`src/rtl/seven_seg_scan_ctrl.sv`:
```
// Scan controller for a 4-digit seven-segment display with frame-synchronous value updates.
// Optional leading-zero blanking is enabled by defining LEADING_ZERO_BLANK_EN.
module seven_seg_scan_ctrl #(
  parameter int unsigned PRESCALE   = 50000,
  parameter int unsigned PRESCALE_W = 16
) (
  input  logic        clk,
  input  logic        reset,
  input  logic [15:0] data_in,
  input  logic        upd_req,
  output logic        upd_ack,
  output logic [3:0]  digit,
  output logic [3:0]  an,
  output logic [1:0]  sel,
  output logic        frame_tick
);

  localparam logic [PRESCALE_W-1:0] PCNT_MAX = PRESCALE_W'(PRESCALE - 1);

  logic [PRESCALE_W-1:0] pcnt;
  logic [1:0]            sel_q;
  logic [15:0]           disp_q;
  logic                  upd_ack_q;
  logic                  frame_tick_q;
  logic                  tick;
  logic                  boundary;
  logic [3:0]            an_dec;

  assign tick     = (pcnt == PCNT_MAX);
  assign boundary = tick && (sel_q == 2'd3);

  // Prescaler, digit index and frame-boundary capture of the display value.
  always_ff @(posedge clk) begin
    if (reset) begin
      pcnt         <= '0;
      sel_q        <= 2'd0;
      disp_q       <= 16'h0000;
      upd_ack_q    <= 1'b0;
      frame_tick_q <= 1'b0;
    end else begin
      pcnt         <= tick ? '0 : pcnt + PRESCALE_W'(1);
      frame_tick_q <= boundary;
      upd_ack_q    <= boundary && upd_req;
      if (tick) begin
        sel_q <= sel_q + 2'd1;
      end
      if (boundary && upd_req) begin
        disp_q <= data_in;
      end
    end
  end

  // Digit mux and one-hot active-low anode decode.
  always_comb begin
    digit  = 4'h0;
    an_dec = 4'b1111;
    case (sel_q)
      2'd0: begin digit = disp_q[15:12]; an_dec = 4'b0111; end
      2'd1: begin digit = disp_q[11:8];  an_dec = 4'b1011; end
      2'd2: begin digit = disp_q[7:4];   an_dec = 4'b1101; end
      default: begin digit = disp_q[3:0]; an_dec = 4'b1110; end
    endcase
  end

`ifdef LEADING_ZERO_BLANK_EN
  logic lead_zero;

  // Blank a digit when it and every more-significant digit are zero; the last digit always shows.
  always_comb begin
    lead_zero = 1'b0;
    case (sel_q)
      2'd0:    lead_zero = (disp_q[15:12] == 4'h0);
      2'd1:    lead_zero = (disp_q[15:8] == 8'h00);
      2'd2:    lead_zero = (disp_q[15:4] == 12'h000);
      default: lead_zero = 1'b0;
    endcase
  end

  assign an = lead_zero ? 4'b1111 : an_dec;
`else
  assign an = an_dec;
`endif

  assign sel        = sel_q;
  assign upd_ack    = upd_ack_q;
  assign frame_tick = frame_tick_q;

endmodule
```
`config.mk`:
```
export PLATFORM = sky130hd
export DESIGN_NAME = seven_seg_scan_ctrl
export DESIGN_NICKNAME = d
export VERILOG_FILES = /design/src/rtl/seven_seg_scan_ctrl.sv
export SDC_FILE = /design/constraint.sdc
export NUM_CORES = 1
export LEC_CHECK = 0
export BUFFER_PORTS_ARGS = -buffer_cell sky130_fd_sc_hd__buf_4
export CAP_MARGIN = 30
export CORE_MARGIN = 2
export CORE_UTILIZATION = 49
export CTS_BUF_LIST = sky130_fd_sc_hd__clkbuf_16
export CTS_CLUSTER_SIZE = 14
export DETAILED_ROUTE_END_ITERATION = 10
export GPL_ROUTABILITY_DRIVEN = 1
export GPL_TIMING_DRIVEN = 1
export PLACE_DENSITY_LB_ADDON = 0.3
export SETUP_SLACK_MARGIN = 0.15
export SLEW_MARGIN = 10
export SYNTH_ARGS = -nofsm -noshare
export SYNTH_HDL_FRONTEND = slang
export SYNTH_SLANG_ARGS = --single-unit
```
`constraint.sdc`:
```
create_clock -name clk -period 1.7 [get_ports clk]
set_input_delay 0.34 -clock clk [delete_from_list [all_inputs] [get_ports clk]]
set_output_delay 0.34 -clock clk [all_outputs]
set_load 0.02 [all_outputs]
```
; After elaboration in Yosys (flattened, before gate mapping)
; Cells that the tools add are included.
[op_classes]
mux = 2
add_sub_neg = 2
eq_ne = 4
n_reduce_logical = 4
[op_table]
columns = cell, count
row1 = 4-bit one-hot mux with 3 select lines, 2
row2 = "16-bit by 1-bit adder with 16-bit output, second input constant", 1
row3 = "16-bit equality test, second input constant", 1
row4 = "2-bit equality test, second input constant", 2
row5 = "2-bit by 1-bit adder with 2-bit output, second input constant", 1
row6 = "2-bit by 1-bit equality test with 1-bit output, second input constant", 1
row7 = 1-bit logical AND, 2
row8 = 2-bit zero test, 1
row9 = 2-bit OR reduction, 1
[word_totals]
output_inout_bits = 12
in_bits = 19
reg_bits = 36
elab_cells = 17

; Logic depth before layout (Yosys ltp)
[logic_depth]
ltp_word = 3
ltp_mapped = 6

; Worst setup path before layout
; No wires, ideal clock.
[synth_timing]
path_kind = register to output
from = register sel_q[1] (netlist: sel[1])
to = output digit[0]
n_path_buf = 0
slack_ps = -64
arrival_time_ps = 1424
stages_incl_launch_ff = 4
path_cell_list = dfxtp_1 -> ha_1 -> clkinv_1 -> mux2i_1
[synth_between]
elab_chain_len = 2
[synth_lines]
columns = element, line
row1 = start: declaration, 21  ; logic [1:0] sel_q;
row2 = start signal: assignment, 45  ; sel_q <= sel_q + 2'd1;
row3 = 2-bit equality test (tied with other cells), 57  ; case (sel_q)
row4 = 4-bit one-hot mux with 3 select lines (*), 57
row5 = end: declaration, 12  ; output logic [3:0] digit,
; Mark *: on every way between the ends. The rest lies on a longest branch, timed or not.

; Worst setup path after layout
[layout_timing]
from = register sel_q[1] (netlist: sel[1])
to = output digit[1]
; Same word-level chain as after synthesis.

==> impl_results.md <==
* Initial drt markers at around 190
* Chip Height at approximately 64 um
* Top routing layer in use: met4
* Syn. warnings at 0
* Metal3 WL at ~500 um
* Gate power share at under 10%
* CTS Hold Buffers Added at 0
* Pint at 1.59 mW
* HP Class: input pin to flip-flop
* Sequential cell fraction of total power at 43.1%
* Mapped Nets at 210
* Die area at between 0.004 and 0.005 mm^2
* Sequential share of the synthesized area at between 40% and 50%
* Reg-to-reg slack, setup at about 0.030 ns
* Commonest non-fill, non-tap cell in the layout: buf_4
* Hold EP: disp_q[10]
* Reg2reg end: disp_q[5]
* Final hold violations at 0
* I/O Pins at 31
* Final setup viols at 4
* CP Cell Sequence: inv_4 > ha_4 > a222oi_1 > buf_4 > mux2i_4 > buf_6
* Number of global-route vias before repair at ~1700
* Worst Hold Depth at 3
* Worst hold start: data_in[10]
* Met1 WL at 2510 um
* Antenna Cells at 0
* Total power at a little under 2 mW
* Initial Utilization at around 52%
* WL per Instance at between 20 and 25 um
* Synthesized flop and latch total at 36
* Final Routed Wirelength at 6140 um
* RSZ-0062 raised after global routing: true
* Final HPWL DP at about 2900 um
* Initial antenna violation count at 0
* Antenna Nets Post-Route at 0
* Worst-case clock skew at around 0.0065 ns
* Final Max Tran Viols at 0
* Number of H-tree levels at 2
* Cell family with most CP delay: compound AO/OA/AOI/OAI gates
* Clock latency on the worst-skew pair at ~0.28 ns
* Max cap viols at 0
* Share of the core filled with cells at around four fifths
* Via density per instance at between 5 and 6
* Root Driver: clkbuf_16
* Switch share at 19.6%
* Critical-path maximum fanout at 5
* Slew headroom at 65.5%
* Area growth, synth to finish at 54.8%
* CP Capture Type: output pin
* Final worst slack at -0.370 ns
* Final GP Congestion at 0.836
* Status: finished, violations left
* Sw Pwr at around 0.4 mW
* Worst R2R Path Depth at 6
* Library cells used by synthesis at 30
* Leakage at around 1.0 nW
* DP Cell Count at roughly 270
* CTS Buf Count at 5
* Nets at approximately 260
* Site Rows at 21
* Buf/Inv on CP at 3
* Critical path class: flip-flop to output pin
* First-pass GRT wire length at between 8000 and 9000 um
* Core Box Area at ~0.0034 mm^2
* Post-route setup TNS at -1.12 ns
* CTS Buffer Depth at 2
* Fin crit share at 122%
* TritonCTS clock tree: built
* FMAX at between 0.4 and 0.5 GHz
* R2R Path Start: sel[1]
* CP required at between 1 and 1.5 ns
* Die W at roughly 64 um
* CP arrival at ~1.7 ns
* Most frequent cells in the layout: buf_4 (41), dfxtp_1 (26), nand2b_1 (24)
* Mean Syn Cell Area at between 9 and 10 um^2
* Pre-antenna DRT Iters at 5
* Violated checks: negative setup slack
* Layout cells sized above 1 at about 46%
* Synthesized cell area at around 0.0018 mm^2
* Clk pwr share at between 50% and 60%
* PwrDens at about 720 mW/mm^2
* Largest net degree at the start of global routing at a little over 40
* Drt drc at 0
* Worst ir drop on vdd at around 0.74 mV
* Post-Synthesis Cells at roughly 190
* CP Launch Type: flip-flop
* Hold Worst Slack at 0.332 ns
* Slew @ Worst Pin at 0.518 ns
* CP max stage cell: a222oi_1
* Crit path depth at 6
* IO Port Bufs at 30
* Crit-path max cell delay at between 0.4 and 0.5 ns
* Remaining Overflow, GRT at 0
* Detailed-route via count at around 1700
* Met2 WL at ~3000 um
* Shortest period the worst path allows at slightly above 2 ns
* Clock slew at reported path FFs at ~0.06 ns
* Fin cells at around 290
* Num Clock Sinks at 36
* Gr usage total at a little over a quarter
per-stage QoR:
stage / worst slack (ns) / cell area [um^2]
finish: -0.370 / 2750
global placement: 0.0605 / 2210
global route: -0.396 / 2750
floorplan: 0.152 / 1870
detailed placement: -0.0124 / 2210
CTS: -0.276 / 2520
power by group through the flow:
stage	clock, mW	sequential [mW]	combinational, mW
2_1_floorplan	0	0.870	0.0447
3_3_place_gp	0	0.871	0.0815
3_5_place_dp	0	0.872	0.0847
4_1_cts	1.02	0.852	0.0856
5_1_grt	1.06	0.853	0.123
6_report	1.01	0.853	0.115
how the worst max path moves through the flow:
| stage | startpoint | to | slack, ns |
|---|---|---|---|
| after detailed placement | sel[1] | digit[1] | -0.01 |
| after floorplan | sel[0] | digit[0] | 0.15 |
| after CTS | sel[0] | digit[1] | -0.28 |
| after global placement | sel[1] | digit[0] | 0.06 |
| after global routing | sel[1] | digit[1] | -0.40 |
| final | sel[1] | digit[1] | -0.37 |
flip-flops by register name, indices dropped and copies added, names as in the netlist:
name        cells
disp_q         16
pcnt           16
upd_ack         1
sel             2
frame_tick      1
tightest hold or removal path: stages:
cell and delay, ns:
buf_4 0.11, nand2b_1 0.05, mux2i_1 0.06
Yosys cell counts, drive strengths merged:
library cell	instances	area (um^2)
buf	2	20.0
xor2	2	17.5
nor2	23	93.8
nand2	4	15.0
nor4b	2	32.5
mux2i	17	170
nand3	5	25.0
dfxtp	36	721
o31ai	4	30.0
a222oi	4	40.0
and4bb	2	25.0
nor4	5	31.3
nand4	6	52.6
clkinv	1	3.75
nor3	3	15.0
or4b	4	40.0
inv	12	45.0
and2b	1	7.51
ha	6	75.1
and3b	1	10.0
mux2	1	11.3
xnor2	12	105
nand2b	25	156
and3	2	12.5
clkbuf	5	20.0
final cells by class:
| class | count | area, um^2 |
|---|---|---|
| Clock buffer | 5 | 125 |
| Clock inverter | 3 | 37.5 |
| Fill cell | 181 | 667 |
| Inverter | 13 | 68.8 |
| Multi-Input combinational cell | 130 | 1250 |
| Sequential cell | 36 | 741 |
| Tap cell | 46 | 57.6 |
| Timing Repair Buffer | 52 | 472 |
layer usage:
| layer | up-vias | track usage (%) |
|---|---|---|
| met5 | - | 0 |
| met4 | 0 | 11.7 |
| met3 | 20 | 7.22 |
| met2 | 117 | 44.5 |
| met1 | 812 | 34.2 |
| li1 | 743 | - |
logic make-up after synthesis:
logic type	synth area share [%]
adder cells (fa/ha/maj)	4.23
flip-flops	40.6
XOR/XNOR	6.91
AO/OA/AOI/OAI	3.95
multiplexers	10.2
buffers and inverters	5.00
AND/OR/NAND/NOR	29.1
timing repair:
action	in CTS	in global routing
endpoints found under the setup margin	22	38
pin swaps	9	14
buffers inserted	7	2
gates resized for setup	16	53
gates cloned	2	1
hold endpoints to repair	0	0
Power figures use the tool's default switching activity.
